File: config.mk
export PLATFORM = sky130hd
export DESIGN_NAME = dm_arbiter_flat
export DESIGN_NICKNAME = d
export VERILOG_FILES = /design/src/rtl/dm_arb_pkg.sv /design/src/rtl/dm_arbiter_if.sv /design/src/rtl/dm_rr_pick.sv /design/src/rtl/dm_arbiter.sv /design/src/flat_wrapper.sv
export SDC_FILE = /design/constraint.sdc
export NUM_CORES = 1
export LEC_CHECK = 0
export CORE_MARGIN = 1
export CORE_UTILIZATION = 30
export DETAILED_ROUTE_END_ITERATION = 10
export PLACE_DENSITY = 0.66
export SLEW_MARGIN = 20
export SYNTH_ARGS = -nofsm -noshare
export SYNTH_HDL_FRONTEND = slang
export SYNTH_SLANG_ARGS = --single-unit
File: constraint.sdc
create_clock -name clk_dm -period 2.6 [get_ports clk_dm]
set_input_delay 0.52 -clock clk_dm [delete_from_list [all_inputs] [get_ports clk_dm]]
set_output_delay 0.52 -clock clk_dm [all_outputs]
set_load 0.1 [all_outputs]
File: src/rtl/dm_arb_pkg.sv
// Shared types and defaults for the two-master data-memory arbiter.
// Holds the FSM state encoding, master ids and width/lock defaults.
package dm_arb_pkg;

  localparam int unsigned AwDefault      = 6;
  localparam int unsigned DwDefault      = 32;
  localparam int unsigned LockMaxDefault = 16;

  localparam logic M0 = 1'b0;
  localparam logic M1 = 1'b1;

  typedef enum logic [1:0] {
    StArb   = 2'd0,
    StLock0 = 2'd1,
    StLock1 = 2'd2
  } dm_state_e;

endpackage

File: src/rtl/dm_arbiter_if.sv
// Bus bundle between the two requesters, the arbiter and the data memory.
// The arbiter takes the slave view; requesters and memory take the master view.
interface dm_arbiter_if #(
  parameter int unsigned AW = dm_arb_pkg::AwDefault,
  parameter int unsigned DW = dm_arb_pkg::DwDefault
);

  logic          m0_req,    m1_req;
  logic          m0_we,     m1_we;
  logic          m0_lock,   m1_lock;
  logic [AW-1:0] m0_addr,   m1_addr;
  logic [DW-1:0] m0_wdata,  m1_wdata;
  logic          m0_gnt,    m1_gnt;
  logic          m0_rvalid, m1_rvalid;
  logic [DW-1:0] m0_rdata,  m1_rdata;

  logic          Mem_Write;
  logic [AW-1:0] DM_Addr;
  logic [DW-1:0] M_W_Data;
  logic [DW-1:0] M_R_Data;

  modport slave (
    input  m0_req, m1_req, m0_we, m1_we, m0_lock, m1_lock,
    input  m0_addr, m1_addr, m0_wdata, m1_wdata,
    output m0_gnt, m1_gnt, m0_rvalid, m1_rvalid, m0_rdata, m1_rdata,
    output Mem_Write, DM_Addr, M_W_Data,
    input  M_R_Data
  );

  modport master (
    output m0_req, m1_req, m0_we, m1_we, m0_lock, m1_lock,
    output m0_addr, m1_addr, m0_wdata, m1_wdata,
    input  m0_gnt, m1_gnt, m0_rvalid, m1_rvalid, m0_rdata, m1_rdata,
    input  Mem_Write, DM_Addr, M_W_Data,
    output M_R_Data
  );

endinterface

File: src/rtl/dm_rr_pick.sv
// Two-way round-robin picker: on a tie the master that was not granted last wins.
module dm_rr_pick import dm_arb_pkg::*; (
  input  logic req0_i,
  input  logic req1_i,
  input  logic rr_last_i,
  output logic gnt0_o,
  output logic gnt1_o
);

  assign gnt0_o = req0_i & (~req1_i | (rr_last_i == M1));
  assign gnt1_o = req1_i & (~req0_i | (rr_last_i == M0));

endmodule

File: src/rtl/dm_arbiter.sv
// Two-master arbiter for the single-port data memory: round-robin on ties,
// bounded lock for atomic sequences, registered read data back to the requester.
module dm_arbiter import dm_arb_pkg::*; #(
  parameter int unsigned AW       = AwDefault,
  parameter int unsigned DW       = DwDefault,
  parameter int unsigned LOCK_MAX = LockMaxDefault
) (
  input logic         clk_dm,
  input logic         rst_n,
  dm_arbiter_if.slave bus
);

  localparam int unsigned    CntW    = (LOCK_MAX > 1) ? $clog2(LOCK_MAX) : 1;
  localparam logic [CntW-1:0] CntLast = CntW'(LOCK_MAX - 1);

  dm_state_e       state_q, state_d;
  logic            rr_last_q, rr_last_d;
  logic [CntW-1:0] lock_cnt_q, lock_cnt_d;
  logic [1:0]      rvalid_q, rvalid_d;
  logic [DW-1:0]   rdata0_q, rdata0_d;
  logic [DW-1:0]   rdata1_q, rdata1_d;

  logic [1:0]    req, we, lock;
  logic [1:0]    pick_gnt, gnt_raw, gnt;
  logic          pick_id, owner;
  logic          mem_we;
  logic [AW-1:0] mem_addr;
  logic [DW-1:0] mem_wdata;

  assign req  = {bus.m1_req,  bus.m0_req};
  assign we   = {bus.m1_we,   bus.m0_we};
  assign lock = {bus.m1_lock, bus.m0_lock};

  dm_rr_pick u_pick (
    .req0_i    (req[M0]),
    .req1_i    (req[M1]),
    .rr_last_i (rr_last_q),
    .gnt0_o    (pick_gnt[M0]),
    .gnt1_o    (pick_gnt[M1])
  );

  assign pick_id = pick_gnt[M1] ? M1 : M0;

  always_comb begin
    state_d    = state_q;
    rr_last_d  = rr_last_q;
    lock_cnt_d = lock_cnt_q;
    gnt_raw    = '0;
    owner      = (state_q == StLock1) ? M1 : M0;
    unique case (state_q)
      StArb: begin
        gnt_raw = pick_gnt;
        if (|pick_gnt) begin
          rr_last_d = pick_id;
          if (lock[pick_id]) begin
            state_d    = (pick_id == M1) ? StLock1 : StLock0;
            lock_cnt_d = '0;
          end
        end
      end
      StLock0, StLock1: begin
        gnt_raw[owner] = req[owner];
        lock_cnt_d     = lock_cnt_q + 1'b1;
        // Owner keeps rr_last, so a forced release hands the next tie to the other master.
        rr_last_d      = owner;
        if (!req[owner] || !lock[owner] || (lock_cnt_q == CntLast)) begin
          state_d = StArb;
        end
      end
      default: state_d = StArb;
    endcase
  end

  assign gnt = gnt_raw & {2{rst_n}};

  always_comb begin
    mem_we    = 1'b0;
    mem_addr  = '0;
    mem_wdata = '0;
    if (gnt[M0]) begin
      mem_we    = we[M0];
      mem_addr  = bus.m0_addr;
      mem_wdata = bus.m0_wdata;
    end else if (gnt[M1]) begin
      mem_we    = we[M1];
      mem_addr  = bus.m1_addr;
      mem_wdata = bus.m1_wdata;
    end
  end

  always_comb begin
    rvalid_d = gnt & ~we;
    rdata0_d = rvalid_d[M0] ? bus.M_R_Data : rdata0_q;
    rdata1_d = rvalid_d[M1] ? bus.M_R_Data : rdata1_q;
  end

  always_ff @(posedge clk_dm) begin
    if (!rst_n) begin
      state_q    <= StArb;
      rr_last_q  <= M1;
      lock_cnt_q <= '0;
      rvalid_q   <= '0;
      rdata0_q   <= '0;
      rdata1_q   <= '0;
    end else begin
      state_q    <= state_d;
      rr_last_q  <= rr_last_d;
      lock_cnt_q <= lock_cnt_d;
      rvalid_q   <= rvalid_d;
      rdata0_q   <= rdata0_d;
      rdata1_q   <= rdata1_d;
    end
  end

  assign bus.m0_gnt    = gnt[M0];
  assign bus.m1_gnt    = gnt[M1];
  assign bus.m0_rvalid = rvalid_q[M0];
  assign bus.m1_rvalid = rvalid_q[M1];
  assign bus.m0_rdata  = rdata0_q;
  assign bus.m1_rdata  = rdata1_q;
  assign bus.Mem_Write = mem_we;
  assign bus.DM_Addr   = mem_addr;
  assign bus.M_W_Data  = mem_wdata;

endmodule

File: src/flat_wrapper.sv
// flat-port wrapper written by rule: the top's interface ports become plain ports
module dm_arbiter_flat import dm_arb_pkg::*;
#(
  parameter int unsigned AW       = AwDefault,
  parameter int unsigned DW       = DwDefault,
  parameter int unsigned LOCK_MAX = LockMaxDefault
)
  (clk_dm, rst_n, bus_m0_req, bus_m1_req, bus_m0_we, bus_m1_we, bus_m0_lock, bus_m1_lock, bus_m0_addr, bus_m1_addr, bus_m0_wdata, bus_m1_wdata, bus_m0_gnt, bus_m1_gnt, bus_m0_rvalid, bus_m1_rvalid, bus_m0_rdata, bus_m1_rdata, bus_Mem_Write, bus_DM_Addr, bus_M_W_Data, bus_M_R_Data);
  dm_arbiter_if #(.AW(AW), .DW(DW)) bus_i ();
  input logic clk_dm;
  input logic rst_n;
  input wire logic [$bits(bus_i.m0_req)-1:0] bus_m0_req;
  input wire logic [$bits(bus_i.m1_req)-1:0] bus_m1_req;
  input wire logic [$bits(bus_i.m0_we)-1:0] bus_m0_we;
  input wire logic [$bits(bus_i.m1_we)-1:0] bus_m1_we;
  input wire logic [$bits(bus_i.m0_lock)-1:0] bus_m0_lock;
  input wire logic [$bits(bus_i.m1_lock)-1:0] bus_m1_lock;
  input wire logic [$bits(bus_i.m0_addr)-1:0] bus_m0_addr;
  input wire logic [$bits(bus_i.m1_addr)-1:0] bus_m1_addr;
  input wire logic [$bits(bus_i.m0_wdata)-1:0] bus_m0_wdata;
  input wire logic [$bits(bus_i.m1_wdata)-1:0] bus_m1_wdata;
  output wire logic [$bits(bus_i.m0_gnt)-1:0] bus_m0_gnt;
  output wire logic [$bits(bus_i.m1_gnt)-1:0] bus_m1_gnt;
  output wire logic [$bits(bus_i.m0_rvalid)-1:0] bus_m0_rvalid;
  output wire logic [$bits(bus_i.m1_rvalid)-1:0] bus_m1_rvalid;
  output wire logic [$bits(bus_i.m0_rdata)-1:0] bus_m0_rdata;
  output wire logic [$bits(bus_i.m1_rdata)-1:0] bus_m1_rdata;
  output wire logic [$bits(bus_i.Mem_Write)-1:0] bus_Mem_Write;
  output wire logic [$bits(bus_i.DM_Addr)-1:0] bus_DM_Addr;
  output wire logic [$bits(bus_i.M_W_Data)-1:0] bus_M_W_Data;
  input wire logic [$bits(bus_i.M_R_Data)-1:0] bus_M_R_Data;
  assign bus_i.m0_req = bus_m0_req;
  assign bus_i.m1_req = bus_m1_req;
  assign bus_i.m0_we = bus_m0_we;
  assign bus_i.m1_we = bus_m1_we;
  assign bus_i.m0_lock = bus_m0_lock;
  assign bus_i.m1_lock = bus_m1_lock;
  assign bus_i.m0_addr = bus_m0_addr;
  assign bus_i.m1_addr = bus_m1_addr;
  assign bus_i.m0_wdata = bus_m0_wdata;
  assign bus_i.m1_wdata = bus_m1_wdata;
  assign bus_m0_gnt = bus_i.m0_gnt;
  assign bus_m1_gnt = bus_i.m1_gnt;
  assign bus_m0_rvalid = bus_i.m0_rvalid;
  assign bus_m1_rvalid = bus_i.m1_rvalid;
  assign bus_m0_rdata = bus_i.m0_rdata;
  assign bus_m1_rdata = bus_i.m1_rdata;
  assign bus_Mem_Write = bus_i.Mem_Write;
  assign bus_DM_Addr = bus_i.DM_Addr;
  assign bus_M_W_Data = bus_i.M_W_Data;
  assign bus_i.M_R_Data = bus_M_R_Data;
  dm_arbiter #(.AW(AW), .DW(DW), .LOCK_MAX(LOCK_MAX)) u_core (.clk_dm(clk_dm), .rst_n(rst_n), .bus(bus_i));
endmodule
==> run_results.csv, run 1 <==
group,metric,value,unit
clock_network,cts_hold_buf,0,
clock_network,htree_levels,3,
timing,slew_headroom,0.506,
synth,yosysTopAreaCellShare,0.385,
cells_and_area,area_growth,102,%
clock_network,root_buffer,"clkbuf_16",
global_routing,gr-usage-met1,0.298,
die,core-area,0.0122,mm^2
cells_and_area,fill_cells,1031,
global_routing,grt_util_met2,0.422,
global_routing,grt.total_usage,0.246,
critical_path,cp.arrival,2150,ps
synth,synthCells,491,
routing,via_per_inst,5.03,
cells_and_area,drive_gt1_frac,0.323,
synth,synth_area_leader_cell,"dfxtp_1",
placed_design,port_buffers,222,
critical_path,critPathLaunchType,"flip-flop",
placed_design,hpwlAfterDp,11.0,mm
timing,finalCritPeriodShare,1.03,
power_and_ir_drop,switching_share,0.470,
cells_and_area,diodes,0,
critical_path,path_cells,"inv_4, buf_6, ha_4, nand2b_4, o21ai_4, buf_12, buf_16, nand3_1, a21oi_4, buf_12",
timing,max_freq,375,MHz
timing,setup_viol,32,
synth,dominantRegCellSynth,"dfxtp_1",
power_and_ir_drop,p_per_area,866,mW/mm^2
power_and_ir_drop,p_seq_frac,0.198,
synth,synth_seq_cells,73,
critical_path,path_class,"reg -> out",
synth,synthTopCellsByCount,"76 x nand3_1, 73 x dfxtp_1, 67 x nand2_1",
clock_network,cts_tree,"built",
synth,synth_edf_count,0,
timing,fin_setup_tns,-594,ps
global_routing,grt_antenna_before_repair,0,
routing,first_pass_iters,5,
critical_path,cpPeakStageDelay,350,ps
power_and_ir_drop,p_leak,3.17,nW
clock_network,cts_made_buffers,9,
global_routing,grt-ovfl-total,0,
die,die_area,0.0131,mm^2
routing,drt_first_iter_violations,278,
die,initial_core_util,0.312,
cells_and_area,layoutNonFillerInstCount,884,
power_and_ir_drop,power,6.65,mW
synth,ys_top_cells_by_area,"dfxtp_1 38%, nand3_1 10%, mux2i_1 9.0%",
status,violations,"setup timing",
timing,rsz0062_at_grt,"yes",
clock_network,clk_pin_slew,60,ps
power_and_ir_drop,vdd_drop_max,0.000462,V
synth,seq_area_frac_synth,0.385,
global_routing,grt_busiest_layer,"met2",
synth,syn_nets,612,
clock_network,numClockSinks,73,
critical_path,cp-end-kind,"primary output",
timing,worst_pin_slew,741,ps
critical_path,cp.required,2080,ps
cells_and_area,nets,832,
cells_and_area,seqCellArea,0.00147,mm^2
timing,clock_skew,7.44,ps
critical_path,crit_family,"buffers and inverters",
die,rows,40,
placed_design,gp_congestion,0.865,
critical_path,timing.critical_path.mode_cell,"buf_12",
die,die_x,115,um
global_routing,grt_pass1_wl,24.6,mm
worst_hold_path,min_path_type,"reg -> reg",
synth,ys_types,38,
critical_path,path_buf_inv,5,
synth,yosysMostFrequentCell,"nand3_1",
power_and_ir_drop,intPower,3.52,mW
synth,synth_area,0.00380,mm^2
power_and_ir_drop,p_comb_frac,0.601,
routing,routed_wl,16.2,mm
routing,dr_total_vias,4445,
synth,synthArstFlopShare,0,
clock_network,clk_path_buf_depth,2,
timing,worst_slack,-69.2,ps
cells_and_area,multi_input_area,0.00255,mm^2
power_and_ir_drop,p_sw,3.12,mW
die,die-height,115,um
global_routing,gr-usage-met3,0.0572,
timing,period_needed,2670,ps
routing,wl_per_cell,18.3,um
placed_design,dp.cells,852,
synth,synth-warning-count,0,
global_routing,grt_max_degree,73,
routing,drc,0,
timing,finalHoldViolCount,0,
critical_path,critical_path_peak_fanout,19,
routing,antenna_left,0,
synth,syn_area_per_cell,7.74,um^2
power_and_ir_drop,p_clk_frac,0.202,
status,status,"finished, violations left",
critical_path,cpMaxStageDelayCell,"dfxtp_2",
flow_run,max_cap_viol_count,0,
clock_network,clkLatencyLatePin,320,ps
die,io_pins,223,
global_routing,grt_pass1_vias,4465,
timing,final-max-slew-violation-count,0,
-- placed cells by master (no fill, tap or decap), drive strengths merged, types with 2 or more instances in the layout --
cell / netlist / final
bufinv: 0 / 2
mux2: 2 / 2
dfxtp: 73 / 73
or3: 2 / 2
buf: 16 / 142
clkinv: 0 / 2
nand3b: 2 / 2
nand3: 76 / 76
a21oi: 40 / 40
clkbuf: 33 / 12
o311ai: 2 / 2
nand2: 67 / 67
nor2b: 4 / 4
mux2i: 34 / 34
dlygate4sd2: 0 / 2
o211ai: 41 / 41
o21ai: 35 / 35
nand2b: 2 / 2
clkdlybuf4s50: 0 / 112
nor2: 3 / 3
a211oi: 2 / 2
inv: 39 / 40
ha: 5 / 5
-- cell type report --
cell class / count / area share
timing repair buffer: 258 / 0.387
multi-input combinational: 330 / 0.332
sequential: 73 / 0.191
clock buffer: 10 / 0.0311
tap: 168 / 0.0274
inverter: 39 / 0.0194
clock inverter: 6 / 0.0117
-- worst paths after layout --
| kind | cells past startpoint | end | slack [ps] | from |
|---|---|---|---|---|
| max | 10 | bus_DM_Addr[4] | -70 | u_core.state_q[0] |
| min | 2 | u_core.bus.m1_rdata[14] | 450 | u_core.bus.m1_rdata[14] |
| max reg2reg | 10 | u_core.bus.m1_rdata[19] | 300 | u_core.state_q[0] |
| min reg2reg | 2 | u_core.bus.m1_rdata[14] | 450 | u_core.bus.m1_rdata[14] |
-- flip-flops by register name, indices dropped and copies added (netlist names) --
name and flops:
u_core.bus.m0_rdata 32, u_core.rr_last_q 1, u_core.rvalid_q 2, u_core.bus.m1_rdata 32, u_core.lock_cnt_q 4, u_core.state_q 2
-- repair_timing --
item                                    in CTS  in global routing
pin swaps                                   47                 13
gates resized for setup                     29                  7
setup buffers                                6                  2
endpoints found under the setup margin      41                 39
gates cloned                                 5                  3
-- kinds of logic (layout without fill, tap and decap cells) --
kind of cell | after synthesis | in the layout | synth area share
simple gates | 163 | 163 | 0.198
flops | 73 | 73 | 0.385
mux | 36 | 36 | 0.0965
compound gates | 126 | 126 | 0.202
fa+ha+maj | 5 | 5 | 0.0165
buf+inv | 88 | 313 | 0.102
-- tightest hold or removal path, cell delays in order (launching register included) --
cell and delay, ps:
dfxtp_1 310, nand2_1 50, o21ai_1 50
-- routing by layer --
metal / up-vias / share of wire
met5: - / 0
met4: 0 / 0.031
met3: 33 / 0.046
met2: 141 / 0.52
met1: 2119 / 0.41
li1: 2152 / -
-- through the flow --
step | instance area, um^2 | worst slack (ps) | utilization | hold WS (ps)
detailed placement | 6950 | -189 | 0.571 | 440
global placement | 6950 | -137 | 0.571 | 438
floorplan | 4270 | -107 | - | 451
global route | 7680 | -119 | 0.631 | 474
CTS | 7550 | -43.7 | 0.621 | 450
finish | 7680 | -69.2 | 0.631 | 450
-- power groups by stage --
stage | registers (mW) | logic, mW | clock network, mW
finish | 1.31 | 3.99 | 1.34
global route | 1.33 | 4.12 | 1.42
CTS | 1.31 | 3.84 | 1.37
detailed placement | 1.33 | 3.50 | 0
global placement | 1.32 | 3.45 | 0
floorplan | 2.04 | 1.67 | 0
No activity file was read; power rests on OpenSTA's default activity.
==> run 2: changes to the inputs <==
--- a/config.mk
+++ b/config.mk
@@ -5,6 +5,7 @@
 export SDC_FILE = /design/constraint.sdc
 export NUM_CORES = 1
 export LEC_CHECK = 0
+export ABC_CLOCK_PERIOD_IN_PS = 3300
 export CORE_MARGIN = 1
 export CORE_UTILIZATION = 30
 export DETAILED_ROUTE_END_ITERATION = 10
==> constraint.sdc (replaced) <==
create_clock -name clk_dm -period 3.3 [get_ports clk_dm]
set_input_delay 0.66 -clock clk_dm [delete_from_list [all_inputs] [get_ports clk_dm]]
set_output_delay 0.66 -clock clk_dm [all_outputs]
set_load 0.1 [all_outputs]
==> run_results.csv, run 2 (same netlist as run 1, synthesis figures left out) <==
group,metric,value,unit
status,status,"complete, no violations",
die,die_x,115,um
routing,drt_first_iter_violations,286,
die,die-height,115,um
global_routing,grt.total_usage,0.224,
global_routing,grt_max_degree,74,
clock_network,cts_repair_resize_count,0,
global_routing,grt_pass1_wl,22.9,mm
routing,first_pass_iters,4,
clock_network,post_cts_buffers,0,
placed_design,dp.cells,849,
power_and_ir_drop,p_per_area,660,mW/mm^2
critical_path,path_class,"in -> out",
critical_path,cp-end-kind,"primary output",
global_routing,grt-ovfl-total,0,
routing,dr_total_vias,4259,
clock_network,clk_path_buf_depth,2,
clock_network,cts_tree,"built",
die,io_pins,223,
routing,drc,0,
clock_network,clkLatencyLatePin,330,ps
routing,antenna_left,0,
clock_network,clk_pin_slew,60,ps
clock_network,cts_hold_buf,0,
timing,setup_viol,0,
placed_design,gp_congestion,0.883,
flow_run,max_cap_viol_count,0,
clock_network,root_buffer,"clkbuf_16",
die,die_area,0.0131,mm^2
global_routing,grt_antenna_before_repair,0,
timing,slew_headroom,0.488,
critical_path,cp.required,2640,ps
die,rows,40,
timing,finalHoldViolCount,0,
routing,routed_wl,14.6,mm
routing,via_per_inst,4.92,
worst_hold_path,min_path_type,"reg -> reg",
timing,max_freq,315,MHz
cells_and_area,drive_gt1_frac,0.277,
cells_and_area,area_growth,80.2,%
cells_and_area,layout_common_cells,"114 x clkdlybuf4s50_1, 79 x buf_4, 76 x nand3_1",
timing,finalCritPeriodShare,0.962,
power_and_ir_drop,p_leak,2.89,nW
die,core-area,0.0122,mm^2
placed_design,port_buffers,222,
timing,clock_skew,4.76,ps
die,initial_core_util,0.312,
clock_network,numClockSinks,73,
timing,fin_setup_tns,0,ps
cells_and_area,multi_input_area,0.00211,mm^2
global_routing,grt_pass1_vias,4220,
timing,rsz0062_at_grt,"no",
critical_path,critical_path_peak_fanout,39,
cells_and_area,layoutNonFillerInstCount,865,
cells_and_area,seqCellArea,0.00146,mm^2
cells_and_area,layout_commonest_cell,"clkdlybuf4s50_1",
power_and_ir_drop,vdd_drop_max,0.000360,V
cells_and_area,final_core_utilization,0.563,
timing,final-max-slew-violation-count,0,
critical_path,critPathLaunchType,"input pin",
timing,period_needed,3170,ps
cells_and_area,nets,813,
clock_network,htree_levels,3,
placed_design,hpwlAfterDp,10.8,mm
cells_and_area,diodes,0,
cells_and_area,fill_cells,1155,
critical_path,cp.arrival,2510,ps
timing,hold_slack,451,ps
clock_network,cts_made_buffers,9,
routing,wl_per_cell,16.8,um
timing,worst_pin_slew,769,ps
==> run 2: cell count changes in the layout (fill, tap and decap cells not counted), sizes merged <==
cell / before / now
dlygate4sd2: 2 / 0
clkinvlp: 1 / 4
clkdlybuf4s50: 112 / 114
clkbuf: 12 / 10
clkinv: 2 / 1
buf: 142 / 125
bufinv: 2 / 0
==> run 2: worst paths after layout <==
path              cells past startpoint  slack, ps                    from                     end
setup / recovery                      7        130              bus_m0_req        bus_M_W_Data[13]
hold / removal                        2        450  u_core.bus.m1_rdata[8]  u_core.bus.m1_rdata[8]
setup reg to reg                      8        830       u_core.state_q[1]  u_core.bus.m0_rdata[9]
hold reg to reg                       2        450  u_core.bus.m1_rdata[8]  u_core.bus.m1_rdata[8]
==> run 2: routing by layer <==
| metal | GRT usage | wire length [um] |
|---|---|---|
| met1 | 0.271 | 6200 |
| met2 | 0.379 | 7210 |
| met3 | 0.0551 | 617 |
| met4 | 0.0918 | 529 |
| met5 | 0 | 0 |
==> run 2: layout make-up <==
cell class | instances | area share
clock inverters | 6 | 0.00640
inverters | 39 | 0.0214
well taps | 168 | 0.0307
flip-flops and latches | 73 | 0.214
repair buffers | 239 | 0.386
clock buffers | 10 | 0.0335
multi-input cells | 330 | 0.309
==> run 2: stage by stage <==
step	power [mW]	cell area [um^2]	worst slack (ps)
4_1_cts	4.55	6840	126
2_1_floorplan	2.80	3950	66.2
6_report	4.52	6840	126
3_3_place_gp	3.62	6570	183
5_1_grt	4.69	6840	62.9
3_5_place_dp	3.65	6570	141
==> run 2: critical path, stage by stage <==
cell and delay (ps):
clkdlybuf4s50_1 640, mux2_2 220, a22o_2 190, buf_12 220, o211ai_1 150, a21oi_2 220, buf_12 200
==> run 2: report_power, final <==
group / internal (mW) / leakage, nW / total (mW) / switching, mW
Sequential: 0.974 / 0.595 / 1.03 / 0.0554
Combinational: 0.785 / 2.17 / 2.60 / 1.81
Clock: 0.510 / 0.121 / 0.889 / 0.379
==> run 3: changes to the inputs <==
--- a/config.mk
+++ b/config.mk
@@ -10,7 +10,7 @@
 export CORE_UTILIZATION = 30
 export DETAILED_ROUTE_END_ITERATION = 10
 export PLACE_DENSITY = 0.66
-export SLEW_MARGIN = 20
+export SLEW_MARGIN = 15
 export SYNTH_ARGS = -nofsm -noshare
 export SYNTH_HDL_FRONTEND = slang
 export SYNTH_SLANG_ARGS = --single-unit
==> results of run 3 <==
No change in the layout: final DEF, timing and power equal those of run 2.
